--- config.mk ---
export PLATFORM = sky130hd
export DESIGN_NAME = tri_feeder_flat
export DESIGN_NICKNAME = d
export VERILOG_FILES = /design/src/rtl/tri_feeder_if.sv /design/src/rtl/tri_feeder.sv /design/src/flat_wrapper.sv
export SDC_FILE = /design/constraint.sdc
export NUM_CORES = 1
export LEC_CHECK = 0
export CAP_MARGIN = 20
export CELL_PAD_IN_SITES_DETAIL_PLACEMENT = 1
export CELL_PAD_IN_SITES_GLOBAL_PLACEMENT = 2
export CORE_ASPECT_RATIO = 1.25
export CORE_MARGIN = 3
export CORE_UTILIZATION = 32
export CTS_BUF_LIST = sky130_fd_sc_hd__clkbuf_8
export CTS_CLUSTER_SIZE = 14
export DETAILED_ROUTE_END_ITERATION = 16
export HOLD_SLACK_MARGIN = 0.12
export PLACE_DENSITY = 0.85
export SLEW_MARGIN = 20
export SYNTH_ARGS = -nofsm -noshare
export SYNTH_HDL_FRONTEND = slang
export SYNTH_SLANG_ARGS = --single-unit
--- constraint.sdc ---
create_clock -name clk -period 2.6 [get_ports clk]
set_input_delay 0.52 -clock clk [delete_from_list [all_inputs] [get_ports clk]]
set_output_delay 0.52 -clock clk [all_outputs]
set_load 0.005 [all_outputs]
--- src/rtl/tri_feeder_if.sv ---
// tri_feeder_if: upstream triangle request channel.
//   tri_valid : request present (master -> slave)
//   tri_data  : {x1,y1,x2,y2,x3,y3}, 3 bits each, x1 in [17:15] (master -> slave)
//   tri_ready : slave can accept a request (slave -> master)
interface tri_feeder_if;
  logic        tri_valid;
  logic        tri_ready;
  logic [17:0] tri_data;

  modport master (
    output tri_valid,
    output tri_data,
    input  tri_ready
  );

  modport slave (
    input  tri_valid,
    input  tri_data,
    output tri_ready
  );
endinterface

--- src/rtl/tri_feeder.sv ---
// tri_feeder: accepts one triangle at a time, streams its three vertices to a
// coordinate engine, then counts and sums the points the engine returns.
//
// Ports:
//   clk, reset        : rising-edge clock, synchronous active-high reset
//   tri_if (slave)    : request channel (tri_valid / tri_ready / tri_data)
//   nt, xi, yi        : new-triangle strobe and vertex coordinates to the engine
//   busy, po, xo, yo  : engine busy, point-valid and point coordinates
//   done              : one-cycle result strobe
//   pt_count          : points received (saturates at 64)
//   pt_xsum, pt_ysum  : coordinate sums (saturate at 511)
//   err               : watchdog abort, valid with done
//
// Build option: define TRI_FEEDER_WATCHDOG_EN to add an 8-bit watchdog that
// aborts WAIT/COLLECT after 255 cycles with err=1. Without it err is 0 and the
// feeder waits on the engine indefinitely.
module tri_feeder (
  input  logic        clk,
  input  logic        reset,
  tri_feeder_if.slave tri_if,
  output logic        nt,
  output logic [2:0]  xi,
  output logic [2:0]  yi,
  input  logic        busy,
  input  logic        po,
  input  logic [2:0]  xo,
  input  logic [2:0]  yo,
  output logic        done,
  output logic [6:0]  pt_count,
  output logic [8:0]  pt_xsum,
  output logic [8:0]  pt_ysum,
  output logic        err
);

  typedef enum logic [2:0] {
    StIdle,
    StSend,
    StWait,
    StCollect,
    StReport
  } state_e;

  state_e      r_state;
  state_e      w_state_next;
  logic [1:0]  r_k;
  logic [17:0] r_data;
  logic [6:0]  r_count;
  logic [8:0]  r_xsum;
  logic [8:0]  r_ysum;
  logic        w_accept;
  logic        w_capture;
  logic        w_timeout;
  logic [9:0]  w_xsum_add;
  logic [9:0]  w_ysum_add;

  assign w_accept  = (r_state == StIdle) && tri_if.tri_valid;
  // Points are only meaningful while a triangle is in flight.
  assign w_capture = po && ((r_state == StSend) || (r_state == StWait) ||
                            (r_state == StCollect));

  assign w_xsum_add = {1'b0, r_xsum} + {7'd0, xo};
  assign w_ysum_add = {1'b0, r_ysum} + {7'd0, yo};

  always_comb begin
    w_state_next = r_state;
    unique case (r_state)
      StIdle:    if (tri_if.tri_valid) w_state_next = StSend;
      StSend:    if (r_k == 2'd2) w_state_next = StWait;
      StWait: begin
        if (w_timeout)  w_state_next = StReport;
        else if (busy)  w_state_next = StCollect;
      end
      StCollect: begin
        if (w_timeout || !busy) w_state_next = StReport;
      end
      StReport:  w_state_next = StIdle;
      default:   w_state_next = StIdle;
    endcase
  end

  always_ff @(posedge clk) begin
    if (reset) begin
      r_state <= StIdle;
      r_k     <= 2'd0;
      r_data  <= 18'd0;
      r_count <= 7'd0;
      r_xsum  <= 9'd0;
      r_ysum  <= 9'd0;
    end else begin
      r_state <= w_state_next;
      r_k     <= ((r_state == StSend) && (w_state_next == StSend)) ? r_k + 2'd1 : 2'd0;
      if (w_accept) begin
        r_data  <= tri_if.tri_data;
        r_count <= 7'd0;
        r_xsum  <= 9'd0;
        r_ysum  <= 9'd0;
      end else if (w_capture) begin
        r_count <= (r_count == 7'd64) ? 7'd64 : r_count + 7'd1;
        r_xsum  <= w_xsum_add[9] ? 9'h1FF : w_xsum_add[8:0];
        r_ysum  <= w_ysum_add[9] ? 9'h1FF : w_ysum_add[8:0];
      end
    end
  end

`ifdef TRI_FEEDER_WATCHDOG_EN
  logic [7:0] r_wd;
  logic       r_err;

  assign w_timeout = ((r_state == StWait) || (r_state == StCollect)) && (r_wd == 8'hFF);

  // Cleared on every state change so WAIT and COLLECT each get a fresh budget.
  always_ff @(posedge clk) begin
    if (reset) begin
      r_wd  <= 8'd0;
      r_err <= 1'b0;
    end else begin
      if (w_state_next != r_state) begin
        r_wd <= 8'd0;
      end else if ((r_state == StWait) || (r_state == StCollect)) begin
        r_wd <= r_wd + 8'd1;
      end
      if (w_accept) begin
        r_err <= 1'b0;
      end else if (w_timeout) begin
        r_err <= 1'b1;
      end
    end
  end

  assign err = r_err;
`else
  assign w_timeout = 1'b0;
  assign err       = 1'b0;
`endif

  always_comb begin
    xi = 3'd0;
    yi = 3'd0;
    if (r_state == StSend) begin
      unique case (r_k)
        2'd0: begin xi = r_data[17:15]; yi = r_data[14:12]; end
        2'd1: begin xi = r_data[11:9];  yi = r_data[8:6];   end
        2'd2: begin xi = r_data[5:3];   yi = r_data[2:0];   end
        default: begin xi = 3'd0; yi = 3'd0; end
      endcase
    end
  end

  assign tri_if.tri_ready = (r_state == StIdle);
  assign nt               = (r_state == StSend) && (r_k == 2'd0);
  assign done             = (r_state == StReport);
  assign pt_count         = r_count;
  assign pt_xsum          = r_xsum;
  assign pt_ysum          = r_ysum;

endmodule

--- src/flat_wrapper.sv ---
// flat-port wrapper written by rule: the top's interface ports become plain ports
module tri_feeder_flat 
  (clk, reset, nt, xi, yi, busy, po, xo, yo, done, pt_count, pt_xsum, pt_ysum, err, tri_if_tri_valid, tri_if_tri_data, tri_if_tri_ready);
  tri_feeder_if tri_if_i ();
  input  logic clk;
  input  logic reset;
  output logic nt;
  output logic [2:0] xi;
  output logic [2:0] yi;
  input  logic busy;
  input  logic po;
  input  logic [2:0] xo;
  input  logic [2:0] yo;
  output logic done;
  output logic [6:0] pt_count;
  output logic [8:0] pt_xsum;
  output logic [8:0] pt_ysum;
  output logic err;
  input wire logic [$bits(tri_if_i.tri_valid)-1:0] tri_if_tri_valid;
  input wire logic [$bits(tri_if_i.tri_data)-1:0] tri_if_tri_data;
  output wire logic [$bits(tri_if_i.tri_ready)-1:0] tri_if_tri_ready;
  assign tri_if_i.tri_valid = tri_if_tri_valid;
  assign tri_if_i.tri_data = tri_if_tri_data;
  assign tri_if_tri_ready = tri_if_i.tri_ready;
  tri_feeder u_core (.clk(clk), .reset(reset), .tri_if(tri_if_i), .nt(nt), .xi(xi), .yi(yi), .busy(busy), .po(po), .xo(xo), .yo(yo), .done(done), .pt_count(pt_count), .pt_xsum(pt_xsum), .pt_ysum(pt_ysum), .err(err));
endmodule
==> impl_metrics.toml <==
[outcome]
status = "finished, final reports clean"

[synth]
synthArstFlopShare_pct = 0
synth_compound_area_share_pct = 18.7
netlist_instances = 283
ys_dominant_reg_cell = "sky130_fd_sc_hd__dfxtp_1"
synth_sequential_area_ratio_pct = 39.2
synth_top_cell_by_area = "sky130_fd_sc_hd__dfxtp_1"
synth-adder-area-share_pct = 8.27
synth-simple-area-share_pct = 25.7
netlist.area_leader.share_pct = 39.2
postSynthRegisterBits = 48
synth_mux_area_share_pct = 0.409
number_of_flops_mapped_to_enable_cells_by_yosys = 0
yosysUniqueCellTypes = 51
largest_family_of_logic_cells_by_synthesized_area = "simple AND/OR/NAND/NOR gates"
postSynthNetCount = 327
synth.cell_area_mm2 = 0.00245
synth_top_cells_by_area = "sky130_fd_sc_hd__dfxtp_1 39%, sky130_fd_sc_hd__nand2_1 8.1%, sky130_fd_sc_hd__ha_1 6.6%, sky130_fd_sc_hd__a21oi_1 6.5%, sky130_fd_sc_hd__a222oi_1 2.5%"
post_synth_xor_area_fraction_pct = 2.86
yosys_warns = 0
syn_area_per_cell_um2 = 8.66

[place]
detailed_place_hpwl_um = 5100
gpl.final_weighted_congestion = 0.772
dpl_cell_area_mm2 = 0.00318
buffer_ports.inserted = 62

[pwr]
power_density_mw_per_mm2 = 440
max-vdd-ir-drop_uv = 187
cellLeakagePower_nw = 1.21

[sta]
max-slew-margin-rel_pct = 65.1
report.final.setup_viol = 0
maxSlewViolCount = 0
clock.fmax_mhz = 408
layout_worst_path_cycle_share_pct = 94.3
skew_ps = 6.57
tns_ps = 0
tightest_slew_ps = 523
timing.final.hold_violations = 0
grt_setup_unrepaired = "no"
final_critical_path_time_including_i_o_delays_and_setup_ps = 2450
fin_worst_hold_slack_ps = 460

[drt]
via_count = 2290
drt_iter0_markers = 54
post-route-drc-count = 0
drtPass1Iterations = 5
wl_per_cell_um = 15.1
detail-route-antenna-nets = 0
routed_wirelength_um = 6680
detail_route.vias_per_cell = 5.19

[global_routing]
initial_antenna_violation_count = 0
combined_global_route_utilization_of_all_metal_layers_pct = 15.7
grt_first_pass_wirelength_um = 11200
grt_max_degree = 20
gr-total-overflow = 0
first_global_vias = 2365

[setup_path]
reg2reg_depth = 6
worst_r2r_start = "u_core.pt_xsum[0]"
worst_setup_path_start_kind = "register"
cp_cell_sequence = "inv_1 > ha_1 > a222oi_1 > nor2_1 > clkdlybuf4s50_1"
cp_data_required_time_ps = 2080
timing.critical_path.fanout_max = 6
reg2reg_end = "u_core.pt_xsum[8]"
max_stage_delay_ps = 460
r2r_setup_slack_ps = 720
critical-path-top-delay-family = "buffers and inverters"
element_type_at_the_critical_path_end = "primary output"
crit_buf_inv = 2
critical_path_class = "reg2out"
crit_slowest_cell = "sky130_fd_sc_hd__clkdlybuf4s50_1"
critPathArrivalTime_ps = 1930
crit_cells = 5

[die]
floorplan.core_area_mm2 = 0.00740
die_w_um = 84.3
rows = 35
initial_core_util_pct = 33.1
i_o_pin_count = 64
die_height_um = 104
fp.dieArea_mm2 = 0.00875

[cts]
postCtsSetupRepairBufs = 0
maximum_number_of_buffers_from_clock_root_to_sink = 2
tritoncts = "yes"
cts-buffers-inserted = 5
clock_latency_ps = 310
htree_num_levels = 2
clockRootBuffer = "sky130_fd_sc_hd__clkbuf_8"
cts_num_sinks = 48
clkTransAtPathRegs_ps = 80

[layout]
area_growth_pct = 34.1
final_cell_area_mm2 = 0.00329
finish.net_count = 392
layout_commonest_cell = "sky130_fd_sc_hd__clkdlybuf4s50_1"
layout.cells.most_common_list = "62 x sky130_fd_sc_hd__clkdlybuf4s50_1, 53 x sky130_fd_sc_hd__nand2_1, 47 x sky130_fd_sc_hd__dfxtp_1"
antennaDiodeCount = 0
final_layout_size_suffix_gt1_share_pct = 9.17
fill_cells = 875

[min_path]
timing.hold.worst.class = "reg2reg"
destination_of_the_worst_hold_path = "u_core.r_data[5]"
hold_path_depth = 2
hold_path.startpoint = "u_core.r_data[5]"

[job]
cap_violations = 0
-- what timing repair did --
item                                    in CTS  in global routing
gates cloned                                 0                  0
pin swaps                                    0                  1
endpoints found under the hold margin        0                  0
gates resized for setup                      1                  3
endpoints found under the setup margin       1                  1
hold buffers                                 0                  0
-- kinds of logic after synthesis --
kind of cell               count (synthesis)
AOI/OAI and AO/OA                         69
muxes                                      1
DFF                                       48
and+or+nand+nor                          116
xor gates and xnor gates                   8
other                                      1
adders and majority gates                 15
buffers and inverters                     25
-- sequential cells by signal, summed over array words and instances, names as in the netlist --
name,count
u_core.pt_count,7
u_core.pt_xsum,9
u_core.pt_ysum,9
u_core.r_data,18
u_core.r_k,2
u_core.r_state,3
-- synth_stat cells (2+ instances only) --
library cell / instances
sky130_fd_sc_hd__a211oi_1: 2
sky130_fd_sc_hd__a21oi_1: 32
sky130_fd_sc_hd__a222oi_1: 6
sky130_fd_sc_hd__a311oi_1: 4
sky130_fd_sc_hd__a31oi_1: 7
sky130_fd_sc_hd__and3_1: 6
sky130_fd_sc_hd__and4_1: 3
sky130_fd_sc_hd__buf_2: 5
sky130_fd_sc_hd__buf_4: 2
sky130_fd_sc_hd__clkbuf_1: 4
sky130_fd_sc_hd__dfxtp_1: 48
sky130_fd_sc_hd__fa_1: 2
sky130_fd_sc_hd__ha_1: 13
sky130_fd_sc_hd__inv_1: 13
sky130_fd_sc_hd__nand2_1: 53
sky130_fd_sc_hd__nand3_1: 6
sky130_fd_sc_hd__nand4_1: 3
sky130_fd_sc_hd__nor2_1: 16
sky130_fd_sc_hd__nor2b_1: 4
sky130_fd_sc_hd__nor3_1: 4
sky130_fd_sc_hd__nor4_1: 2
sky130_fd_sc_hd__nor4b_4: 2
sky130_fd_sc_hd__o2111ai_1: 2
sky130_fd_sc_hd__o21ai_0: 9
sky130_fd_sc_hd__or2_2: 3
sky130_fd_sc_hd__xnor2_1: 3
sky130_fd_sc_hd__xor2_1: 5
-- tightest hold or removal path: cells and delay by family (launching register included) --
kind / cells / cell delay [ps]
AND/OR/NAND/NOR: 1 / 50
flip-flops: 1 / 320
AO/OA/AOI/OAI: 1 / 50
-- metrics by stage --
| stage | instances | power [mW] | util (%) | setup WS, ps |
|---|---|---|---|---|
| CTS | 441 | 1.48 | 44.2 | 64.3 |
| floorplan | 283 | 0.901 | - | 728 |
| detailed placement | 433 | 1.01 | 43.0 | 104 |
| global route | 441 | 1.53 | 44.4 | 30.6 |
| global placement | 433 | 1.00 | 43.0 | 181 |
| finish | 441 | 1.45 | 44.4 | 149 |
-- worst max path at each step --
stage / from / endpoint / slack [ps]
6_report: u_core.r_k[1] / yi[1] / 150
5_1_grt: u_core.r_k[0] / yi[1] / 30
4_1_cts: u_core.r_k[0] / yi[1] / 60
3_5_place_dp: xo[0] / u_core.pt_xsum[8] / 100
3_3_place_gp: xo[0] / u_core.pt_xsum[8] / 180
2_1_floorplan: xo[0] / u_core.pt_xsum[8] / 730
-- where the power goes --
| group | switching, mW | total (mW) | internal, mW |
|---|---|---|---|
| Sequential | 0.0162 | 0.774 | 0.758 |
| Combinational | 0.107 | 0.213 | 0.105 |
| Clock | 0.251 | 0.460 | 0.210 |
-- layer usage --
layer  up-vias  wire length [um]  GRT usage (%)
met4         0               116           6.09
met3        12               315           3.74
li1       1130                 -              -
met2        65              3370           27.9
met1      1083              2870           17.8
met5         -                 0              0
-- cell type report --
class                      count  area (um2)  area share (%)
timing repair buffer          70         681            20.7
inverter                      13        48.8            1.49
multi-input combinational    210        1390            42.3
sequential                    48         962            29.3
clock inverter                 2        7.51           0.228
tap                           92         115            3.50
clock buffer                   6        82.6            2.51
(Power assumes the default switching activity.)
==> edit: new RTL, config.mk and constraints unchanged <==
The option `TRI_FEEDER_WATCHDOG_EN` is turned on by a define.
--- a/src/rtl/tri_feeder.sv
+++ b/src/rtl/tri_feeder.sv
@@ -14,6 +14,8 @@
 // Build option: define TRI_FEEDER_WATCHDOG_EN to add an 8-bit watchdog that
 // aborts WAIT/COLLECT after 255 cycles with err=1. Without it err is 0 and the
 // feeder waits on the engine indefinitely.
+`define TRI_FEEDER_WATCHDOG_EN
+
 module tri_feeder (
   input  logic        clk,
   input  logic        reset,
Function: same outputs for any inputs over 10 cycles, from zero or initial values and one cycle with reset high; that may be too few to reach the edited logic, so the function may still have changed.
==> edit against the unedited design <==
- combinational power rose by 12%
- sequential cell count grew 9
- area after synthesis up 18%
- setup slack lost 26 ps
- die area grew 17%
- cell area up 18%
- core utilization decreased by 0.22 points
- register-to-register slack got worse by 290 ps
- sequential power up 18%
- hold slack lost 2.1 ps
- clock power rose by 73%
- routed wire length increased by 20%
- total power is 35% higher
==> edit: results (changes against the unedited design) <==
* Outcome: finished, final reports clean
* R2R setup slack at 430 ps (-290 ps)
* Post-Route Utilization at 44.2% (-0.22 points)
* Vias per cell at 5.02 (-3.4%)
* Worst skew pair latency at 340 ps (+30 ps)
* Slew @ Worst Pin at 1040 ps (+514 ps)
* Net Count, Synth at 394 (+20%)
* 1st-iter DRT viols at 87 (+61%)
* CP Max Fanout at 7 (+1)
* Fin Clk Skew at 7.01 ps (+0.435 ps)
* Combinational Power at 0.238 mW (+12%)
* P_leak at 1.33 nW (+10%)
* Worst vdd ir at 0.000219 V (+17%)
* FF-to-FF Start: u_core.pt_ysum[0]$_SDFFE_PP0P_
* Wire per inst at 14.7 um (-2.6%)
* Post-layout nets at 462 (+18%)
* All-Layer GR Usage at 16.5% (+0.86 points)
* Final Total Pwr at 1.95 mW (+35%)
* GPL Wtd Cong at 0.777 (+0.65%)
* First-pass GRT wire length at 13.9 mm (+24%)
* Clk power at 0.797 mW (+73%)
* DP Wirelength at 5.91 mm (+16%)
* Hold_sp: u_core.r_data[13]$_SDFFE_PP0P_
* Top cells by count, synth: dfxtp_1, nand2_1, a21oi_1
* Cells after DPL at 527 (+22%)
* Filler instances at 1072 (+23%)
* R2R depth at 7 (+1)
* Mean Syn Cell Area at 8.26 um2 (-4.6%)
* Placed Area at 3670 um2 (+15%)
* Dpl ws at -186 ps (-290 ps)
* Hold WS at 458 ps (-2.13 ps)
* Proportion of synthesized chip area in sequential cells at 39.5% (+0.24 points)
-- edit: critical path: stages (launching register included) --
cell and delay (ps):
dfxtp_1 390, inv_1 80, ha_2 250, a222oi_1 370
nor2_1 80, clkdlybuf4s50_1 450
-- edit: worst max-delay path by stage --
stage	startpoint	endpoint	slack, ps	depth (start not counted)
4_1_cts	u_core.r_state[1]$_SDFF_PP0_	yi[0]	60	5
2_1_floorplan	xo[0]	u_core.pt_xsum[8]$_SDFFE_PP0P_	420	7
5_1_grt	u_core.r_k[0]$_SDFF_PP0_	yi[2]	4	5
3_3_place_gp	xo[0]	u_core.pt_xsum[6]$_SDFFE_PP0P_	-100	8
6_report	u_core.r_k[0]$_SDFF_PP0_	xi[0]	120	5
3_5_place_dp	yo[0]	u_core.pt_ysum[6]$_SDFFE_PP0P_	-190	8
-- edit: final cells by class --
cell class                 count  share of cell area (%)
inverter                      22                    2.14
clock buffer                  13                    4.63
tap                          120                    3.88
multi-input combinational    253                    40.8
sequential                    57                    29.5
timing repair buffer          75                    18.6
clock inverter                 3                   0.356
-- edit: routing by layer --
metal / share of wire [%] / wire, um / track usage, % / vias to the layer above
li1: - / - / - / 1362
met1: 44 / 3520 / 19.6 / 1298
met2: 51 / 4080 / 29.0 / 54
met3: 3.6 / 286 / 3.62 / 11
met4: 1.5 / 123 / 6.34 / 0
met5: 0 / 0 / 0 / -
-- edit: logic make-up (layout without fill, tap and decap cells) --
logic type,after synthesis,in the layout,share of synthesized area [%]
adders and majority gates,15,15,7.01
muxes,3,3,1.08
AOI/OAI and AO/OA,82,82,18.4
and+or+nand+nor,138,138,23.4
xor gates and xnor gates,15,15,4.54
DFF,57,57,39.5
buffers and inverters,40,113,6.14
